===== src/rtl/uart_receiver.sv =====
// rtl/uart_receiver.sv - 8N1 UART receiver with 16x oversampling, holding register and sticky error flags
module uart_receiver #(
  parameter int   DIV       = 163,
  parameter logic SYNC_INIT = 1'b1
) (
  input  logic       clk,
  input  logic       reset,
  input  logic       uart_rx,
  input  logic       rx_ack,
  input  logic       err_clr,
  output logic [7:0] rx_data,
  output logic       rx_valid,
  output logic       frame_err,
  output logic       overrun,
  output logic       busy
);

  typedef enum logic [2:0] {
    IDLE,
    START,
    DATA,
    STOP,
    BRK
  } state_t;

  localparam logic [15:0] TICK_LAST = 16'(DIV - 1);

  logic        rx_meta;
  logic        rxs;
  state_t      state;
  state_t      state_n;
  logic [15:0] tcnt;
  logic [15:0] tcnt_n;
  logic [3:0]  scnt;
  logic [3:0]  scnt_n;
  logic [2:0]  bitcnt;
  logic [2:0]  bitcnt_n;
  logic [7:0]  shreg;
  logic [7:0]  shreg_n;
  logic        tick;
  logic        byte_done;
  logic        frame_bad;

  assign tick = (tcnt == TICK_LAST);

  // Two-flop synchronizer; only the second stage feeds the FSM.
  always_ff @(posedge clk or negedge reset) begin
    if (!reset) begin
      rx_meta <= SYNC_INIT;
      rxs     <= SYNC_INIT;
    end else begin
      rx_meta <= uart_rx;
      rxs     <= rx_meta;
    end
  end

  // FSM state, tick prescaler, sample/bit counters and shift register.
  always_ff @(posedge clk or negedge reset) begin
    if (!reset) begin
      state  <= IDLE;
      tcnt   <= 16'd0;
      scnt   <= 4'd0;
      bitcnt <= 3'd0;
      shreg  <= 8'd0;
    end else begin
      state  <= state_n;
      tcnt   <= tcnt_n;
      scnt   <= scnt_n;
      bitcnt <= bitcnt_n;
      shreg  <= shreg_n;
    end
  end

  // Next-state logic: start-bit validation at mid-bit, data/stop sampling every 16 ticks.
  always_comb begin
    state_n   = state;
    tcnt_n    = tick ? 16'd0 : tcnt + 16'd1;
    scnt_n    = scnt;
    bitcnt_n  = bitcnt;
    shreg_n   = shreg;
    byte_done = 1'b0;
    frame_bad = 1'b0;
    case (state)
      IDLE: begin
        if (!rxs) begin
          state_n = START;
          tcnt_n  = 16'd0;
          scnt_n  = 4'd0;
        end
      end
      START: begin
        if (tick) begin
          scnt_n = scnt + 4'd1;
          if (scnt == 4'd7) begin
            if (!rxs) begin
              state_n  = DATA;
              scnt_n   = 4'd0;
              bitcnt_n = 3'd0;
            end else begin
              state_n = IDLE;
            end
          end
        end
      end
      DATA: begin
        if (tick) begin
          scnt_n = scnt + 4'd1;
          if (scnt == 4'd15) begin
            shreg_n  = {rxs, shreg[7:1]};
            bitcnt_n = bitcnt + 3'd1;
            if (bitcnt == 3'd7) begin
              state_n = STOP;
              scnt_n  = 4'd0;
            end
          end
        end
      end
      STOP: begin
        if (tick) begin
          scnt_n = scnt + 4'd1;
          if (scnt == 4'd15) begin
            if (rxs) begin
              byte_done = 1'b1;
              state_n   = IDLE;
            end else begin
              frame_bad = 1'b1;
              state_n   = BRK;
            end
          end
        end
      end
      BRK: begin
        if (rxs) state_n = IDLE;
      end
      default: state_n = IDLE;
    endcase
  end

  // Holding register, handshake and sticky flags; a new event beats err_clr.
  always_ff @(posedge clk or negedge reset) begin
    if (!reset) begin
      rx_data   <= 8'd0;
      rx_valid  <= 1'b0;
      frame_err <= 1'b0;
      overrun   <= 1'b0;
      busy      <= 1'b0;
    end else begin
      if (byte_done) begin
        rx_data  <= shreg;
        rx_valid <= 1'b1;
      end else if (rx_ack) begin
        rx_valid <= 1'b0;
      end
      if (byte_done && rx_valid && !rx_ack) overrun <= 1'b1;
      else if (err_clr)                     overrun <= 1'b0;
      if (frame_bad)    frame_err <= 1'b1;
      else if (err_clr) frame_err <= 1'b0;
      busy <= (state_n != IDLE);
    end
  end

endmodule

===== config.mk =====
export PLATFORM = sky130hd
export DESIGN_NAME = uart_receiver
export DESIGN_NICKNAME = d
export VERILOG_FILES = /design/src/rtl/uart_receiver.sv
export SDC_FILE = /design/constraint.sdc
export NUM_CORES = 1
export LEC_CHECK = 0
export CORE_UTILIZATION = 62
export CTS_CLUSTER_DIAMETER = 50
export DETAILED_ROUTE_END_ITERATION = 10
export PLACE_DENSITY = 0.91
export SYNTH_ARGS = -nofsm -noshare
export SYNTH_HDL_FRONTEND = slang
export SYNTH_SLANG_ARGS = --single-unit
export TNS_END_PERCENT = 1

===== constraint.sdc =====
create_clock -name clk -period 5.27 [get_ports clk]
set_clock_uncertainty 0.15 [all_clocks]
set_input_delay 0.7905 -clock clk [delete_from_list [all_inputs] [get_ports clk]]
set_output_delay 0.7905 -clock clk [all_outputs]
set_load 0.01 [all_outputs]

# == Word level (Yosys, flattened, before mapping) ==
# Index checks and enable logic that the tools add are counted.
# totals
out_inout_bits,12
wordCells,86
reg_bits,48
# classes
n_addsub,3
n_mux,43
n_reduce_logical,13
n_eq_ne,15
# op_table
cell,n
$mux W16,3
$mux W3,15
$mux W4,8
$add A16 B1 Y16 const B,1
$eq A16 B8 Y1 const B,1
$pmux W4 S4,1
$pmux W3 S5,1
$ne A2 B2 Y1 const B,7
$mux W1,13
$reduce_bool A2 Y1,4
$eq A3 B2 Y1 const B,2
$eq A3 B3 Y1 const B,2
$pmux W3 S2,1
$reduce_and A6 Y1,1
$reduce_and A5 Y1,1
$add A4 B1 Y4 const B,1
$eq A4 B3 Y1 const B,1
$eq A4 B4 Y1 const B,1
$reduce_bool A4 Y1,1
$add A3 B1 Y3 const B,1
$eq A3 B1 Y1 const B,1
$logic_not A3 Y1,1
$reduce_and A3 Y1,1
$reduce_bool A3 Y1,1
other kinds (3),4

# == Logic depth before layout (Yosys ltp) ==
# Gate-level depths: netlist (run 1).
# depth
ltp_word,7
depth_mapped,8
depth_no_buf,7

# == Worst setup path before layout (run 1) ==
# No wires, ideal clock.
# synth_path
kind,register to register
start,register tcnt[0]
end,register shreg[1]
arrival_ns,1.893
setup_time_ns,0.125
synth_period_minus_slack_ns,2.169
stages_incl_launch_ff,9
required_ns,4.995
slack_ns,3.101
cell_sequence,dfrtp_1 > inv_1 > ha_1 > and4b_1 > nand4_2 > or4_4 > nor2_4 > buf_12 > mux2_4
# synth_via
elab_chain_len,2
# synth_rtl
item,line,source
start: declaration,32,logic [15:0] tcnt;
start signal: assignment,67,tcnt <= tcnt_n;
$eq A16 B8 Y1,44,assign tick = (tcnt == TICK_LAST);
$reduce_and A3 Y1 (no source line),--,
end signal: assignment,70,shreg <= shreg_n;
end: declaration,38,logic [7:0] shreg;
# Every way passes these cells.
# A chain may end at the register's enable or synchronous reset.

# == Final worst setup path (run 1) ==
# layout_path
start,register tcnt[0]
end,register shreg[0]
# The elaborated chain is that of the path after synthesis.

==> summary.txt, run 1 <==
Status
  – Run status: finished clean

Die
  – Number of placement rows: 21
  – Die Y: 62.2 um
  – Starting utilization of the core area: 66.2%
  – Number of top-level pins: 17
  – Core Box Area: 3390 um2
  – DIE WIDTH: 62.2 um
  – Die area: 3860 um2

Setup path
  – Worst-path maximum fanout: 11
  – Origin of the worst setup path: tcnt[0]$_DFF_PN0_
  – Startpoint types: flip-flop
  – Arr. time, crit path: 2.54 ns
  – Slowest cell on the critical path: sky130_fd_sc_hd__or4_4
  – Number of cells on the worst reg-to-reg path: 7
  – Capturing element type of the critical path: flip-flop
  – Launching point of the worst reg2reg path: tcnt[0]$_DFF_PN0_
  – Endpoint of the lowest-slack register-to-register path: shreg[0]$_DFFE_PN0P_
  – Slowest Stage Delay on Critical Path: 0.46 ns
  – Reg-to-reg slack, setup: 2.83 ns
  – Cell chain of the critical path: inv_1 -> ha_1 -> and4b_1 -> nand4_2 -> or4_4 -> nor2_4 -> mux2_2
  – End point of the critical path: shreg[0]$_DFFE_PN0P_
  – Required time of the critical path: 5.37 ns
  – Crit Path Category: reg2reg

STA
  – Post-Route Setup TNS: 0 ns
  – Final period utilization: 46.2%
  – Maximum achievable frequency: 410 MHz
  – Pin slew with the least headroom to its limit: 1.00 ns
  – Count of pins over their slew limit: 0
  – Remaining max-slew budget at the tightest pin: 33.3%
  – Hold Vio Cnt, Final: 0
  – Min cycle time layout: 2.44 ns
  – Final setup fails: 0
  – RSZ-0062 raised after global routing: no

Global routing
  – GRT Total Usage: 22.1%
  – Vias in the first global route: 1,467
  – Pin count of the biggest net entering global routing: 49
  – Global-route wire length before repair: 6620 um
  – Total gr overflow: 0
  – Antenna violations before repair: 0

Detailed routing
  – DRC violations left: 0
  – Routed WL: 3780 um
  – Routed len/inst: 14.5 um
  – First DRT Iteration DRCs: 52
  – Router iterations before antenna repair: 4
  – Routed vias: 1,497
  – Via density per instance: 5.76
  – Post-detailed-route count of antenna-violating nets: 0

Yosys
  – Post-synthesis cell type with the largest combined area: sky130_fd_sc_hd__dfrtp_1
  – Leading post-synthesis cells by instance count: sky130_fd_sc_hd__dfrtp_1, sky130_fd_sc_hd__nor2_1, sky130_fd_sc_hd__nand3_1, sky130_fd_sc_hd__nand2_1, sky130_fd_sc_hd__mux2_2
  – Most frequently used flop master after synthesis: sky130_fd_sc_hd__dfrtp_1
  – Post-synth top area share: 51.3%
  – Syn nets: 207
  – Async set or reset register ratio after synthesis: 100%
  – Seq/Total Area, Yosys: 53.7%
  – Dominant cell by count in the synthesized netlist: sky130_fd_sc_hd__dfrtp_1
  – Total number of yosys warnings: 0
  – Mapped Area: 2240 um2
  – Synthesized area per cell: 11.4 um2
  – Cells after Synth: 197
  – Count of state elements after synthesis: 48
  – Number of synthesized flops with an enable pin: 0
  – Post-synth cell types: 36
  – Cells taking the most area after synthesis: sky130_fd_sc_hd__dfrtp_1, sky130_fd_sc_hd__mux2_2, sky130_fd_sc_hd__mux2_4, sky130_fd_sc_hd__nor2_1, sky130_fd_sc_hd__xnor2_1

Pwr
  – Peak supply drop: 0.217 mV
  – Static Leak: 1.08 nW
  – Power per cell area: 221 nW/um2

CTS
  – Post_cts resized: 0
  – Number of buffers on the longest clock path: 2
  – Sinks on Clock Net: 48
  – Root Driver: sky130_fd_sc_hd__clkbuf_4
  – # hold bufs at CTS: 0
  – Clock tree from TritonCTS: done
  – Buffers inserted during post-CTS setup optimization: 0
  – Clock slew at reported path FFs: 0.13 ns
  – CTS H-tree lvls: 2
  – Number of CTS-inserted buffers: 5
  – Clock latency on the worst-skew pair: 0.36 ns

Min path
  – Hold/Removal Path Class: reg2reg

Place
  – Buffers added on ports: 16
  – RD Place Congestion: 0.857
  – Post-detailed-placement half-perimeter wirelength: 2650 um
  – Cell count after placement: 252

Layout
  – Antenna diode count: 0
  – Cell Count, Final, Fillers Out: 260
  – Post-synthesis to final-layout area growth: 9.98%
  – Ratio of cells with drive above 1 in the final layout: 15.9%
  – Number of nets in the layout: 223

Run
  – # Max-Cap Violations: 0
==> how the worst min path moves through the flow <==
| stage | start | end | cells after the start |
|---|---|---|---|
| CTS | rx_meta$_DFF_PN1_ | rxs$_DFF_PN1_ | 0 |
| global placement | rx_meta$_DFF_PN1_ | rxs$_DFF_PN1_ | 0 |
| detailed placement | rx_meta$_DFF_PN1_ | rxs$_DFF_PN1_ | 0 |
| finish | rx_meta$_DFF_PN1_ | rxs$_DFF_PN1_ | 0 |
| global route | rx_meta$_DFF_PN1_ | rxs$_DFF_PN1_ | 0 |
| floorplan | rx_meta$_DFF_PN1_ | rxs$_DFF_PN1_ | 0 |
==> sequential cells by signal, summed over array words and instances, names as in the netlist <==
signal and cells:
tcnt 16, rx_data 8, shreg 8, scnt 4
bitcnt 3, state 3, busy 1, frame_err 1
overrun 1, rx_meta 1, rx_valid 1, rxs 1
==> critical path, delay by kind of cell, from the launching register on <==
kind	cells	cell delay (ns)
flops	1	0.44
buf+inv	1	0.07
mux	1	0.38
simple gates	4	1.15
fa+ha+maj	1	0.13
==> metal layers <==
| metal | wire [um] | vias to the layer above | GRT usage, % |
|---|---|---|---|
| met5 | 0 | - | 0 |
| met4 | 55 | 0 | 7.85 |
| li1 | - | 721 | - |
| met2 | 1820 | 28 | 34.6 |
| met3 | 134 | 7 | 7.54 |
| met1 | 1780 | 741 | 28.8 |
==> per-stage QoR <==
step | setup WS [ns] | util (%) | total power [mW] | hold slack (ns) | area (um2)
floorplan | 3.10 | - | 0.379 | 0.195 | 2240
global placement | 2.93 | 71.1 | 0.388 | 0.196 | 2410
detailed placement | 2.86 | 71.1 | 0.388 | 0.199 | 2410
CTS | 2.83 | 72.8 | 0.548 | 0.218 | 2470
global route | 2.74 | 72.8 | 0.568 | 0.220 | 2470
finish | 2.83 | 72.8 | 0.545 | 0.218 | 2470
==> layout by cell type (no fill, tap or decap), types with 7 or more instances in the layout <==
cell type	instances
sky130_fd_sc_hd__dfrtp_1	46
sky130_fd_sc_hd__nor2_1	21
sky130_fd_sc_hd__clkdlybuf4s50_1	15
sky130_fd_sc_hd__nand3_1	12
sky130_fd_sc_hd__nand2_1	11
sky130_fd_sc_hd__mux2_2	10
sky130_fd_sc_hd__nor3_1	9
sky130_fd_sc_hd__inv_1	8
sky130_fd_sc_hd__xnor2_1	8
sky130_fd_sc_hd__mux2_4	7
==> power breakdown <==
group / switching [mW] / internal, mW / total (mW)
Clock: 0.112 / 0.0514 / 0.163
Combinational: 0.00736 / 0.00275 / 0.0101
Sequential: 0.00122 / 0.370 / 0.371
==> kinds of logic after synthesis <==
family	synth area share, %
simple gates	19.4
flops	53.7
compound gates	5.69
mux	9.70
buf+inv	3.35
xor+xnor	5.47
fa+ha+maj	2.79
==> cell type report <==
| type | instances | area (um2) |
|---|---|---|
| flip-flops and latches | 48 | 1200 |
| multi-input cells | 134 | 965 |
| fillers | 230 | 922 |
| repair buffers | 16 | 155 |
| well taps | 46 | 57.6 |
| clock buffers | 5 | 37.5 |
| inverters | 8 | 30.0 |
| clock inverters | 3 | 18.8 |
Note: power is estimated with default switching activity, not from simulation.
==> inputs of run 2 (changes only) <==
--- a/config.mk
+++ b/config.mk
@@ -5,10 +5,10 @@
 export SDC_FILE = /design/constraint.sdc
 export NUM_CORES = 1
 export LEC_CHECK = 0
-export CORE_UTILIZATION = 62
+export CORE_UTILIZATION = 52
 export CTS_CLUSTER_DIAMETER = 50
 export DETAILED_ROUTE_END_ITERATION = 10
-export PLACE_DENSITY = 0.91
+export PLACE_DENSITY = 0.82
 export SYNTH_ARGS = -nofsm -noshare
 export SYNTH_HDL_FRONTEND = slang
 export SYNTH_SLANG_ARGS = --single-unit
==> constraint.sdc (replaced) <==
create_clock -name clk -period 2.2 [get_ports clk]
set_clock_uncertainty 0.15 [all_clocks]
set_input_delay 0.33 -clock clk [delete_from_list [all_inputs] [get_ports clk]]
set_output_delay 0.33 -clock clk [all_outputs]
set_load 0.01 [all_outputs]
==> summary.txt, run 2 (same netlist as run 1, synthesis figures left out) <==
Die
  – Core Box Area: 4060 um2 (+20%)
  – Number of placement rows: 23 (+9.5%)
  – Die Y: 67.7 um (+8.9%)
  – DIE WIDTH: 67.7 um (+8.9%)
  – Number of top-level pins: 17 (unchanged)
  – Die area: 4580 um2 (+19%)
  – Starting utilization of the core area: 55.3% (-11 points)

Global routing
  – Pin count of the biggest net entering global routing: 31 (-37%)
  – GRT Total Usage: 21.3% (-0.85 points)
  – Antenna violations before repair: 0 (unchanged)
  – Total gr overflow: 0 (unchanged)
  – Global-route wire length before repair: 7090 um (+7.1%)
  – Vias in the first global route: 1,576 (+7.4%)

Layout
  – Number of flip-flops under the largest register name: 16 (unchanged)
  – Top Registers: tcnt (16), rx_data (8), shreg (8)
  – Commonest cells after routing, fill and taps aside: sky130_fd_sc_hd__dfrtp_1, sky130_fd_sc_hd__buf_4, sky130_fd_sc_hd__nor2_1, sky130_fd_sc_hd__clkdlybuf4s50_1, sky130_fd_sc_hd__nand3_1
  – Number of nets in the layout: 249 (+12%)
  – Antenna diode count: 0 (unchanged)
  – Reg with most FFs: tcnt
  – Cell Count, Final, Fillers Out: 290 (+12%)
  – Post-synthesis to final-layout area growth: 23.1%
  – Most common library cell in the layout ignoring fill and taps: sky130_fd_sc_hd__dfrtp_1
  – Ratio of cells with drive above 1 in the final layout: 25.0% (+9.1 points)
  – Layout Utilization: 68.1% (-4.7 points)
  – Fill count: 286 (+24%)

Detailed routing
  – DRC violations left: 0 (unchanged)
  – Routed vias: 1,603 (+7.1%)
  – Via density per instance: 5.53 (-4.0%)
  – First DRT Iteration DRCs: 100 (+92%)
  – Routed len/inst: 14.6 um (+0.11%)
  – Routed WL: 4220 um (+12%)
  – Router iterations before antenna repair: 4 (unchanged)
  – Post-detailed-route count of antenna-violating nets: 0 (unchanged)

STA
  – Pin slew with the least headroom to its limit: 0.450 ns (-0.551 ns)
  – Final setup fails: 7 (+7)
  – Remaining max-slew budget at the tightest pin: 70.0% (+37 points)
  – Min cycle time layout: 2.25 ns (-0.182 ns)
  – Count of pins over their slew limit: 0 (unchanged)
  – Hold Vio Cnt, Final: 0 (unchanged)
  – Maximum achievable frequency: 444 MHz (+8.1%)
  – Final period utilization: 102% (+56 points)
  – RSZ-0062 raised after global routing: yes
  – Final worst slack: -0.0542 ns (-2.89 ns)

Min path
  – Hold/Removal Path Class: reg2reg
  – Hold Path Origin: rx_meta$_DFF_PN1_
  – End point of the most critical hold path: rxs$_DFF_PN1_
  – Number of instances on the worst hold path: 0 (unchanged)

Place
  – Buffers added on ports: 16 (unchanged)
  – Cell count after placement: 281 (+12%)
  – Post-detailed-placement half-perimeter wirelength: 3080 um (+16%)
  – RD Place Congestion: 0.933 (+8.8%)

Setup path
  – Slowest cell on the critical path: sky130_fd_sc_hd__or4_4
  – Worst-path maximum fanout: 7 (-4)
  – Reg-to-reg slack, setup: -0.05 ns (-2.89 ns)
  – Launching point of the worst reg2reg path: tcnt[0]$_DFF_PN0_
  – Cell chain of the critical path: inv_1 -> ha_1 -> and4b_2 -> nand4_2 -> or4_4 -> nor2_4 -> buf_12 -> mux2_4
  – Required time of the critical path: 2.24 ns (-3.13 ns)
  – Crit-path leading delay family: simple AND/OR/NAND/NOR gates
  – Capturing element type of the critical path: flip-flop
  – Number of stages on the worst setup path: 8 (+1)
  – Crit Path Category: reg2reg
  – Arr. time, crit path: 2.30 ns (-0.24 ns)
  – Startpoint types: flip-flop
  – Count of buffer and inverter cells on the critical path: 2 (+1)
  – Slowest Stage Delay on Critical Path: 0.46 ns (about the same)
  – Number of cells on the worst reg-to-reg path: 8 (+1)
  – Endpoint of the lowest-slack register-to-register path: shreg[3]$_DFFE_PN0P_

CTS
  – Number of CTS-inserted buffers: 5 (unchanged)
  – Number of buffers on the longest clock path: 2 (unchanged)
  – Sinks on Clock Net: 48 (unchanged)
  – Buffers inserted during post-CTS setup optimization: 0 (unchanged)
  – Clock tree from TritonCTS: done
  – Clock slew at reported path FFs: 0.09 ns (-0.04 ns)
  – Clock latency on the worst-skew pair: 0.30 ns (-0.06 ns)
  – Root Driver: sky130_fd_sc_hd__clkbuf_8
  – CTS H-tree lvls: 2 (unchanged)

Pwr
  – Peak supply drop: 0.580 mV (+170%)
  – Static Leak: 1.25 nW (+15%)
  – Power per cell area: 576 nW/um2 (+160%)

Status
  – Run status: complete, but fails checks
  – Violations in the final reports: negative setup slack

Run
  – # Max-Cap Violations: 0 (unchanged)
-- run 2: stage by stage --
stage               power (mW)  instance area, um2  hold WS [ns]  TNS, ns  setup slack, ns
CTS                       1.61                2760         0.212   -0.425          -0.0664
global placement         0.935                2630         0.151        0           0.0310
detailed placement       0.935                2630         0.158   -0.323          -0.0494
floorplan                0.907                2240        -0.116        0           0.0314
finish                    1.59                2760         0.208   -0.343          -0.0542
global route              1.64                2760         0.211    -1.11           -0.156
-- run 2: how the worst max path moves through the flow --
stage | startpoint | end | slack, ns
floorplan | tcnt[0]$_DFF_PN0_ | shreg[1]$_DFFE_PN0P_ | 0.03
global placement | tcnt[0]$_DFF_PN0_ | shreg[5]$_DFFE_PN0P_ | 0.03
detailed placement | tcnt[0]$_DFF_PN0_ | shreg[7]$_DFFE_PN0P_ | -0.05
CTS | tcnt[0]$_DFF_PN0_ | shreg[3]$_DFFE_PN0P_ | -0.07
global route | tcnt[0]$_DFF_PN0_ | shreg[4]$_DFFE_PN0P_ | -0.16
finish | tcnt[0]$_DFF_PN0_ | shreg[3]$_DFFE_PN0P_ | -0.05
-- run 2: area by class of cell --
class | instances | area [um2] | area share, %
multi-input cells | 134 | 966 | 35.0
inverters | 8 | 30.0 | 1.09
clock inverters | 2 | 38.8 | 1.40
flip-flops and latches | 48 | 1200 | 43.6
repair buffers | 42 | 378 | 13.7
well taps | 50 | 62.6 | 2.27
clock buffers | 6 | 82.6 | 2.99
-- run 2: timing repair --
action,CTS,global route
pin swaps,0,0
hold buffers,1,0
resized for setup,0,1
setup endpoints to repair,7,8
hold endpoints to repair,18,0
-- run 2: worst reg2reg max path: stages (launching register included) --
cell,delay (ns)
sky130_fd_sc_hd__dfrtp_1,0.39
sky130_fd_sc_hd__inv_1,0.06
sky130_fd_sc_hd__ha_1,0.13
sky130_fd_sc_hd__and4b_2,0.26
sky130_fd_sc_hd__nand4_2,0.09
sky130_fd_sc_hd__or4_4,0.46
sky130_fd_sc_hd__nor2_4,0.16
sky130_fd_sc_hd__buf_12,0.15
sky130_fd_sc_hd__mux2_4,0.30
-- run 2: power breakdown --
| part | total, mW | internal, mW | switching [mW] |
|---|---|---|---|
| logic | 0.0297 | 0.0113 | 0.0184 |
| clock network | 0.674 | 0.372 | 0.303 |
| registers | 0.888 | 0.885 | 0.00280 |
| total | 1.59 | 1.27 | 0.324 |
-- run 2: per-layer routing --
metal	track usage (%)	share of wire (%)	vias to the layer above
met5	0	0	-
met3	5.57	3.8	13
li1	-	-	769
met2	32.2	47	39
met4	9.84	2.5	0
met1	28.3	46	782
==> inputs of run 3 (changes only) <==
--- a/config.mk
+++ b/config.mk
@@ -9,6 +9,7 @@
 export CTS_CLUSTER_DIAMETER = 50
 export DETAILED_ROUTE_END_ITERATION = 10
 export PLACE_DENSITY = 0.82
+export SLEW_MARGIN = 20
 export SYNTH_ARGS = -nofsm -noshare
 export SYNTH_HDL_FRONTEND = slang
 export SYNTH_SLANG_ARGS = --single-unit
==> results of run 3 <==
No change in the layout: final DEF, timing and power equal those of run 2.
